<file path="src/rtl/axis_tx_pkg.sv">
// Shared types and defaults for the AXI-Stream frame transmitter.
package axis_tx_pkg;

  localparam int DATA_WIDTH = 16;
  localparam int DEPTH      = 4096;
  localparam int SKID_DEPTH = 2;

  typedef enum logic [1:0] {
    ST_IDLE = 2'd0,
    ST_RUN  = 2'd1,
    ST_CSUM = 2'd2,
    ST_DONE = 2'd3
  } tx_state_e;

endpackage

</file>
<file path="src/rtl/axis_skid_buf.sv">
// Two-entry register FIFO that holds RAM words (plus last flag) in front of the stream port.
module axis_skid_buf
  import axis_tx_pkg::*;
#(
  parameter int DataWidth = DATA_WIDTH
) (
  input  logic                 clk,
  input  logic                 rst,
  input  logic                 push_i,
  input  logic [DataWidth-1:0] push_data_i,
  input  logic                 push_last_i,
  input  logic                 pop_i,
  output logic [DataWidth-1:0] data_o,
  output logic                 last_o,
  output logic                 valid_o,
  output logic [1:0]           occ_o
);

  typedef struct packed {
    logic                 last;
    logic [DataWidth-1:0] data;
  } entry_t;

  entry_t     head_q, head_d, tail_q, tail_d, in_e;
  logic [1:0] occ_q, occ_d;
  logic       pop_eff, push_eff;

  assign pop_eff  = pop_i && (occ_q != 2'd0);
  assign push_eff = push_i && ((occ_q != 2'(SKID_DEPTH)) || pop_eff);
  assign in_e     = '{last: push_last_i, data: push_data_i};

  // NOTE: every always_comb output gets a default first, so no path leaves it unassigned and no latch is inferred.
  always_comb begin
    head_d = head_q;
    tail_d = tail_q;
    occ_d  = occ_q;
    unique case ({push_eff, pop_eff})
      2'b10: begin
        if (occ_q == 2'd0) head_d = in_e;
        else               tail_d = in_e;
        occ_d = occ_q + 2'd1;
      end
      2'b01: begin
        head_d = tail_q;
        occ_d  = occ_q - 2'd1;
      end
      2'b11: begin
        if (occ_q == 2'(SKID_DEPTH)) begin
          head_d = tail_q;
          tail_d = in_e;
        end else begin
          head_d = in_e;
        end
      end
      default: ;
    endcase
  end

  // NOTE: the storage entries are reset as well, because m_data must read 0 straight after reset.
  always_ff @(posedge clk) begin
    if (!rst) begin
      head_q <= '0;
      tail_q <= '0;
      occ_q  <= 2'd0;
    end else begin
      head_q <= head_d;
      tail_q <= tail_d;
      occ_q  <= occ_d;
    end
  end

  assign data_o  = head_q.data;
  assign last_o  = head_q.last;
  assign valid_o = (occ_q != 2'd0);
  assign occ_o   = occ_q;

endmodule

</file>
<file path="src/rtl/axis_frame_tx.sv">
// Reads frame_len words from sample RAM and streams them as one AXI-Stream frame.
// Define TX_CHECKSUM_EN to append a sum-of-words beat that carries m_last.
module axis_frame_tx
  import axis_tx_pkg::*;
#(
  parameter int DataWidth = DATA_WIDTH,
  parameter int Depth     = DEPTH,
  parameter int AddrWidth = $clog2(Depth),
  parameter int LenWidth  = $clog2(Depth) + 1
) (
  input  logic                 clk,
  input  logic                 rst,
  input  logic                 start,
  input  logic [AddrWidth-1:0] base_addr,
  input  logic [LenWidth-1:0]  frame_len,
  output logic                 busy,
  output logic                 done,
  output logic                 mem_rd_en,
  output logic [AddrWidth-1:0] mem_addr,
  input  logic [DataWidth-1:0] mem_rd_data,
  output logic [DataWidth-1:0] m_data,
  output logic                 m_valid,
  input  logic                 m_ready,
  output logic                 m_last
);

  tx_state_e            state_q, state_d;
  logic                 busy_q, busy_d, done_q, done_d;
  logic [AddrWidth-1:0] addr_q, addr_d;
  logic [LenWidth-1:0]  reads_left_q, reads_left_d;
  logic [LenWidth-1:0]  beats_left_q, beats_left_d;
  logic                 inflight_q, inflight_d;
  logic                 inflight_last_q, inflight_last_d;
`ifdef TX_CHECKSUM_EN
  logic [DataWidth-1:0] csum_q, csum_d;
`endif

  logic                 pop, push, push_last, rd_en, last_beat_hs;
  logic [DataWidth-1:0] push_data;
  logic [1:0]           occ;
  logic [2:0]           credit;

  assign pop          = m_valid && m_ready;
  assign last_beat_hs = (state_q == ST_RUN) && pop && (beats_left_q == LenWidth'(1));

  // Space is counted after this cycle's pop so a steady m_ready keeps one beat per cycle.
  assign credit = {1'b0, occ} + {2'b00, inflight_q} - {2'b00, pop};
  assign rd_en  = (state_q == ST_RUN) && (reads_left_q != '0) && (credit < 3'(SKID_DEPTH));

  always_comb begin
    push      = inflight_q;
    push_data = mem_rd_data;
    push_last = inflight_last_q;
`ifdef TX_CHECKSUM_EN
    push_last = 1'b0;
    if (last_beat_hs) begin
      push      = 1'b1;
      push_data = csum_q;
      push_last = 1'b1;
    end
`endif
  end

  always_comb begin
    state_d         = state_q;
    addr_d          = addr_q;
    reads_left_d    = reads_left_q;
    beats_left_d    = beats_left_q;
    inflight_d      = rd_en;
    inflight_last_d = rd_en && (reads_left_q == LenWidth'(1));
`ifdef TX_CHECKSUM_EN
    csum_d = inflight_q ? csum_q + mem_rd_data : csum_q;
`endif

    if (rd_en) begin
      addr_d       = addr_q + AddrWidth'(1);
      reads_left_d = reads_left_q - LenWidth'(1);
    end
    if (pop && (state_q == ST_RUN)) beats_left_d = beats_left_q - LenWidth'(1);

    unique case (state_q)
      ST_IDLE: begin
        if (start) begin
          addr_d       = base_addr;
          reads_left_d = frame_len;
          beats_left_d = frame_len;
          state_d      = (frame_len == '0) ? ST_DONE : ST_RUN;
`ifdef TX_CHECKSUM_EN
          csum_d = '0;
`endif
        end
      end
      ST_RUN: begin
`ifdef TX_CHECKSUM_EN
        if (last_beat_hs) state_d = ST_CSUM;
`else
        if (last_beat_hs) state_d = ST_DONE;
`endif
      end
`ifdef TX_CHECKSUM_EN
      ST_CSUM: if (pop) state_d = ST_DONE;
`endif
      ST_DONE: state_d = ST_IDLE;
      default: state_d = ST_IDLE;
    endcase

    busy_d = (state_d != ST_IDLE);
    done_d = (state_d == ST_DONE);
  end

  // NOTE: state registers use non-blocking assignments so every flop samples pre-edge values.
  always_ff @(posedge clk) begin
    if (!rst) begin
      state_q         <= ST_IDLE;
      busy_q          <= 1'b0;
      done_q          <= 1'b0;
      addr_q          <= '0;
      reads_left_q    <= '0;
      beats_left_q    <= '0;
      inflight_q      <= 1'b0;
      inflight_last_q <= 1'b0;
`ifdef TX_CHECKSUM_EN
      csum_q          <= '0;
`endif
    end else begin
      state_q         <= state_d;
      busy_q          <= busy_d;
      done_q          <= done_d;
      addr_q          <= addr_d;
      reads_left_q    <= reads_left_d;
      beats_left_q    <= beats_left_d;
      inflight_q      <= inflight_d;
      inflight_last_q <= inflight_last_d;
`ifdef TX_CHECKSUM_EN
      csum_q          <= csum_d;
`endif
    end
  end

  axis_skid_buf #(
    .DataWidth(DataWidth)
  ) u_skid (
    .clk        (clk),
    .rst        (rst),
    .push_i     (push),
    .push_data_i(push_data),
    .push_last_i(push_last),
    .pop_i      (pop),
    .data_o     (m_data),
    .last_o     (m_last),
    .valid_o    (m_valid),
    .occ_o      (occ)
  );

  assign busy      = busy_q;
  assign done      = done_q;
  assign mem_rd_en = rd_en;
  assign mem_addr  = addr_q;

endmodule

</file>
<file path="config.mk">
export PLATFORM = sky130hd
export DESIGN_NAME = axis_frame_tx
export DESIGN_NICKNAME = d
export VERILOG_FILES = /design/src/rtl/axis_tx_pkg.sv /design/src/rtl/axis_skid_buf.sv /design/src/rtl/axis_frame_tx.sv
export SDC_FILE = /design/constraint.sdc
export NUM_CORES = 1
export LEC_CHECK = 0
export CORE_MARGIN = 5
export CORE_UTILIZATION = 40
export DETAILED_ROUTE_END_ITERATION = 10
export MAX_ROUTING_LAYER = met4
export PLACE_DENSITY = 0.79
export RECOVER_POWER = 50
export SKIP_LAST_GASP = 1
export SLEW_MARGIN = 40
export SYNTH_ARGS = -nofsm -noshare
export SYNTH_HDL_FRONTEND = slang
export SYNTH_SLANG_ARGS = --single-unit
</file>
<file path="constraint.sdc">
create_clock -name clk -period 3.1 [get_ports clk]
set_input_delay 0.62 -clock clk [delete_from_list [all_inputs] [get_ports clk]]
set_output_delay 0.62 -clock clk [all_outputs]
set_load 0.01 [all_outputs]
</file>
==> results_dict.tcl, run 1 <==
set metrics [dict create \
    grt_max_degree 35 \
    syn-mean-instance-area_um2 9.009 \
    dr_total_vias 3270 \
    yosysTopAreaCellShare 0.4294 \
    htree_levels 3 \
    finClkSkew_ns 0.01157 \
    status "completed" \
    slowest_stage "fa_1" \
    synthTopCellsByArea "dfxtp_1, mux2i_1, nor2_1" \
    worst_hold_path.num_cells 2 \
    drive_above_1_share 0.1008 \
    ir_worst_vdd_uv 300.4 \
    coreArea_um2 9153 \
    root_buffer "clkbuf_8" \
    hold_viol 0 \
    regToRegEndpoint "reads_left_q[8]" \
    seq_area_um2 1603 \
    path_cells "clkdlybuf4s15_1 > o21a_1 > ha_1 > nand2b_4 > fa_1 > nand3b_1 > nor2_2 > and2_4 > buf_6" \
    max_freq_mhz 332.2 \
    dieWidth_um 106.6 \
    antenna_cells 0 \
    die_area_um2 11360 \
    grt_usage 0.1681 \
    critPathTopFamily "adder cells" \
    clock_latency_ns 0.36 \
    regToRegSetupSlack_ns 0.16 \
    multi_input_area_um2 2017 \
    slew_headroom 0.1159 \
    endpoint_kind "primary output" \
    maxCapViolCount 0 \
    cts_tree "yes" \
    synth_area_um2 3730 \
    path_max_fanout 2 \
    cts_buffers 9 \
    drt_first_pass_iters 6 \
    ios 78 \
    drt_iter0_drc 91 \
    period_minus_slack_ns 3.010 \
    critPathBufInv 2 \
    rows 35 \
    wl_per_cell_um 14.77 \
    nFillCells 834 \
    die_height_um 106.6 \
    grt_antenna_before_repair 0 \
    finalPower_mw 2.551 \
    min_period_over_period 0.9709 \
    drc_errors 0 \
    initial_utilization 0.4075 \
    cellLeakagePower_nw 2.069 \
    syn-instance-count 414 \
    dpl_cell_area_um2 4688 \
    slew_violations 0 \
    port_buffers 77 \
    synthesis.nets 467 \
    yosys.area.top_type "dfxtp_1" \
    clk_pin_slew_ns 0.08 \
    critPathArrivalTime_ns 2.39 \
    ys_warn_count 0 \
    hold_end "u_skid.data_o[3]" \
    routed_wl_um 9115 \
    worstSetupPathType "primary input to primary output" \
    reg2reg_depth 10 \
    clockBufferDepth 2 \
    hold_buffers 0 \
    setup_violations 0 \
    vias_per_cell 5.300 \
    fin_nets 554 \
    ys_seq_area_frac 0.4294 \
    ys_seq_elements 80 \
    cts.sinks 80 \
    min_path_type "register to register" \
    synth.distinct_cells 45 \
    gr-total-overflow 0 \
    grt_pass1_vias 3236 \
    final_area_um2 4952 \
    cpPeakStageDelay_ns 0.48 \
    holdCritStartpoint "u_skid.data_o[3]" \
    cp-start-kind "primary input" \
    gp_congestion 0.8673 \
    ant_nets 0 \
    cp.required_ns 2.48 \
    area_delta_synth_final_pct 32.77 \
    r2r_start "u_skid.occ_o[0]" \
    dp_hpwl_um 6662 \
    worst_pin_slew_ns 1.326 \
    p_per_area_nw_per_um2 515.2 \
    grt_pass1_wl_um 15080 \
]
-- synth_stat cells --
cell / number
a2111oi_0: 1
clkinv_1: 1
nand4_4: 1
xnor2_1: 13
nand3b_1: 2
or4_4: 2
and4_1: 1
nor4bb_1: 1
o21ai_1: 5
nor4_1: 8
fa_1: 1
nor2b_1: 2
a31oi_1: 2
nor2_1: 53
nand4b_1: 1
nor3_1: 8
or2_2: 2
o31ai_1: 1
nand2_2: 1
nand2b_1: 3
inv_1: 7
nand3_1: 9
and2_1: 2
nor4b_1: 1
nor3b_1: 1
or3_1: 1
o22ai_1: 7
ha_1: 7
nor4_4: 1
o21a_1: 1
xor2_1: 21
buf_2: 3
a31o_1: 1
clkbuf_1: 21
mux2i_1: 35
and3_1: 3
a311oi_1: 1
nand4_1: 14
o21ai_0: 13
a21oi_1: 29
dfxtp_1: 80
a211oi_1: 22
nor3_2: 2
or4_1: 3
nand2_1: 20
-- layout make-up --
type                            instances  share of cell area
Inverter                                8            0.006064
Timing Repair Buffer                  100              0.1892
Multi-Input combinational cell        302              0.4073
Clock inverter                          7             0.02072
Tap cell                              111             0.02804
Sequential cell                        80              0.3236
Clock buffer                            9             0.02501
-- tightest hold or removal path: stages (launching register included) --
cell and delay, ns:
dfxtp_1 0.31, nor2_1 0.09, a211oi_1 0.05
-- worst max-delay path by stage --
stage	startpoint	end	slack, ns	cells past startpoint
after floorplan	m_ready	mem_rd_en	0.04	9
after global placement	m_ready	mem_rd_en	-0.60	9
after detailed placement	m_ready	mem_rd_en	-0.62	9
after CTS	m_ready	mem_rd_en	0.005	9
after global routing	m_ready	reads_left_q[8]	-0.01	11
final	m_ready	mem_rd_en	0.09	9
-- repair_timing --
action / 4_1_cts / 5_1_grt
resized for setup: 5 / 7
setup endpoints to repair: 1 / 2
pin swaps: 2 / 6
setup buffers: 2 / 3
-- logic make-up after synthesis --
family | after synthesis | share of synthesized area
AOI/OAI and AO/OA | 83 | 0.1335
xor gates and xnor gates | 34 | 0.07984
adders and majority gates | 8 | 0.02885
buffers and inverters | 32 | 0.03321
DFF | 80 | 0.4294
muxes | 35 | 0.09393
and+or+nand+nor | 142 | 0.2013
-- stage by stage --
| stage | util | hold WS (ns) | setup TNS (ns) | setup slack (ns) | std cells |
|---|---|---|---|---|---|
| 3_5_place_dp | 0.5122 | 0.4918 | -3.280 | -0.6154 | 597 |
| 2_1_floorplan | - | 0.4601 | 0 | 0.04448 | 414 |
| 4_1_cts | 0.5379 | 0.5057 | 0 | 0.004931 | 615 |
| 5_1_grt | 0.5411 | 0.5180 | -0.01115 | -0.01115 | 617 |
| 3_3_place_gp | 0.5122 | 0.4741 | -2.746 | -0.5984 | 597 |
| 6_report | 0.5411 | 0.4997 | 0 | 0.09021 | 617 |
-- metal layers --
| metal | vias up | track usage | part of all wire |
|---|---|---|---|
| met1 | 1519 | 0.1998 | 0.44 |
| met4 | 0 | 0.06758 | 0.019 |
| met2 | 73 | 0.2770 | 0.50 |
| met5 | - | - | 0 |
| met3 | 15 | 0.03643 | 0.044 |
| li1 | 1663 | - | - |
-- where the power goes --
part | total (mW) | leakage, nW | internal [mW] | switching [mW]
clock network | 0.878 | 0.116 | 0.465 | 0.413
logic | 0.502 | 1.30 | 0.256 | 0.246
registers | 1.17 | 0.657 | 1.10 | 0.0675
total | 2.55 | 2.07 | 1.82 | 0.727
-- sequential cells by signal (all words and copies together) (netlist names) --
register	count
done	1
inflight_q	1
reads_left_q	13
busy	1
beats_left_q	13
u_skid.occ_o	2
state_q	2
u_skid.tail_q	17
inflight_last_q	1
mem_addr	12
u_skid.data_o	16
u_skid.last_o	1
-- placed cells by master (no fill, tap or decap), types with 7 or more instances in the layout --
cell type | netlist | routed
a211oi_1 | 22 | 22
a21oi_1 | 29 | 29
buf_4 | 0 | 21
clkbuf_8 | 0 | 9
clkdlybuf4s50_1 | 0 | 53
dfxtp_1 | 80 | 79
dlygate4sd3_1 | 0 | 22
ha_1 | 7 | 7
inv_1 | 7 | 7
mux2i_1 | 35 | 35
nand2_1 | 20 | 20
nand3_1 | 9 | 9
nand4_1 | 14 | 14
nor2_1 | 53 | 52
nor3_1 | 8 | 8
nor4_1 | 8 | 8
o21ai_0 | 13 | 16
o22ai_1 | 7 | 7
xnor2_1 | 13 | 13
xor2_1 | 21 | 21
No activity file was read; power rests on OpenSTA's default activity.
==> run 2, diff against run 1 <==
--- a/config.mk
+++ b/config.mk
@@ -6,10 +6,10 @@
 export NUM_CORES = 1
 export LEC_CHECK = 0
 export CORE_MARGIN = 5
-export CORE_UTILIZATION = 40
+export CORE_UTILIZATION = 35
 export DETAILED_ROUTE_END_ITERATION = 10
 export MAX_ROUTING_LAYER = met4
-export PLACE_DENSITY = 0.79
+export PLACE_DENSITY_LB_ADDON = 0.15
 export RECOVER_POWER = 50
 export SKIP_LAST_GASP = 1
 export SLEW_MARGIN = 40
==> run 2 against run 1 <==
Effect of this change:
- first-iteration DRC count up 52%
- combinational power down 1%
- wire length down 0.75%
- largest cell class unchanged
==> results_dict.tcl, run 2 (same netlist as run 1, synthesis figures left out) <==
set metrics [dict create \
    layout_commonest_cell "dfxtp_1" \
    setup_violations 0 \
    regToRegSetupSlack_ns 0.16 \
    hold_viol 0 \
    grt_pass1_wl_um 15130 \
    slew_headroom 0.5121 \
    ios 78 \
    clk_pin_slew_ns 0.09 \
    drt_iter0_drc 138 \
    min_period_over_period 0.9468 \
    drc_errors 0 \
    area_delta_synth_final_pct 32.67 \
    rows 37 \
    final_core_util 0.4772 \
    grt_usage 0.1501 \
    initial_utilization 0.3597 \
    tns_ns 0 \
    finalPower_mw 2.453 \
    cts_buffers 9 \
    grt_pass1_vias 3157 \
    comb_power_share 0.202 \
    fin_cells 640 \
    coreArea_um2 10370 \
    cp-start-kind "register" \
    slew_violations 0 \
    endpoint_kind "register" \
    min_path_type "register to register" \
    htree_levels 3 \
    grt_max_degree 36 \
    p_switching_mw 0.7179 \
    fin_nets 552 \
    r2r_start "u_skid.occ_o[0]" \
    worstSetupPathType "register to register" \
    antenna_cells 0 \
    maxCapViolCount 0 \
    root_buffer "clkbuf_8" \
    clockBufferDepth 2 \
    rsz0062_at_grt "true" \
    clock_latency_ns 0.35 \
    internal_power_mw 1.735 \
    routed_wl_um 9047 \
    dr_total_vias 3219 \
    cts_tree "yes" \
    crit_start "u_skid.occ_o[0]" \
    dp_hpwl_um 6691 \
    cts.sinks 80 \
    mostFrequentLayoutCells "dfxtp_1, nor2_1, clkdlybuf4s50_1, mux2i_1, a21oi_1" \
    critPathArrivalTime_ns 3.22 \
    p_per_area_nw_per_um2 495.6 \
    whs_ns 0.4974 \
    cellLeakagePower_nw 2.057 \
    netSwitchingFraction 0.2927 \
    dieWidth_um 113.2 \
    gp_congestion 0.8710 \
    ir_worst_vdd_uv 260.5 \
    largest_reg_flops 17 \
    path_max_fanout 5 \
    worst_pin_slew_ns 0.7319 \
    drt_first_pass_iters 4 \
    regToRegEndpoint "reads_left_q[8]" \
    die_height_um 113.2 \
    wl_per_cell_um 14.14 \
    vias_per_cell 5.030 \
    largest-register "u_skid.tail_q" \
    max_freq_mhz 340.7 \
    status "completed" \
    drive_above_1_share 0.1032 \
    reg2reg_depth 11 \
    finClkSkew_ns 0.006748 \
    placed_cells 623 \
    grt_antenna_before_repair 0 \
    die_area_um2 12820 \
    ant_nets 0 \
    gr-total-overflow 0 \
    cp-endpoint "reads_left_q[8]" \
    cp.required_ns 3.38 \
    pwr-share-clk 0.321 \
    port_buffers 77 \
    period_minus_slack_ns 2.935 \
    p_seq_frac 0.476 \
]
-- run 2: cell count changes in the layout (fill, tap and decap cells not counted), moves of 2 or more --
cell,delta
clkdlybuf4s50_1,-5
dlygate4sd3_1,+5
o21ai_0,-3
o21ai_1,+3
clkbuf_1,-2
clkbuf_2,+2
clkinvlp_4,+2
-- run 2: worst max-delay path, stage by stage (launching register included) --
cell and delay, ns:
dfxtp_4 0.37, o21a_1 0.19, ha_1 0.27, nand2b_4 0.14
fa_1 0.48, nand3b_1 0.12, buf_4 0.16, buf_4 0.14
nor4_4 0.29, nand3_1 0.14, or4_1 0.41, a31oi_1 0.17
-- run 2: through the flow --
| stage | cell area (um^2) | worst slack, ns |
|---|---|---|
| finish | 4949 | 0.1648 |
| global placement | 4727 | -0.7045 |
| CTS | 4946 | 0.02733 |
| floorplan | 3730 | 0.04448 |
| detailed placement | 4727 | -0.6939 |
| global route | 4949 | -0.03091 |
-- run 2: worst min path at each step --
stage,startpoint,to,slack [ns],cells after the start
floorplan,inflight_last_q,u_skid.tail_q[16],0.46,2
global placement,u_skid.tail_q[7],u_skid.tail_q[7],0.47,2
detailed placement,u_skid.tail_q[5],u_skid.tail_q[5],0.49,2
CTS,u_skid.data_o[10],u_skid.data_o[10],0.51,2
global route,u_skid.data_o[2],u_skid.data_o[2],0.52,2
finish,u_skid.last_o,u_skid.last_o,0.50,2
-- run 2: routing by layer --
| metal | GRT usage | vias up | routed length (um) |
|---|---|---|---|
| li1 | - | 1657 | - |
| met1 | 0.1885 | 1482 | 4333 |
| met2 | 0.2362 | 68 | 4166 |
| met3 | 0.03155 | 12 | 389 |
| met4 | 0.05929 | 0 | 157 |
| met5 | - | - | 0 |
-- run 2: area by class of cell --
cell class	instances	area [um^2]
fillers	1060	5421
clock inverters	7	80.08
multi-input cells	302	2017
repair buffers	98	922.1
clock buffers	9	123.9
flip-flops and latches	80	1605
well taps	136	170.2
inverters	8	30.03
-- run 2: repair_timing --
item | 4_1_cts | 5_1_grt
setup buffers | 2 | 0
pin swaps | 6 | 7
hold buffers | 0 | 0
gates resized for setup | 9 | 4
endpoints found under the setup margin | 2 | 3
-- run 2: power groups by stage --
stage / combinational, mW / sequential, mW / clock (mW)
after floorplan: 0.269 / 1.20 / 0
after CTS: 0.513 / 1.17 / 0.817
after global routing: 0.550 / 1.18 / 0.865
after global placement: 0.502 / 1.19 / 0
after detailed placement: 0.507 / 1.19 / 0
final: 0.496 / 1.17 / 0.788
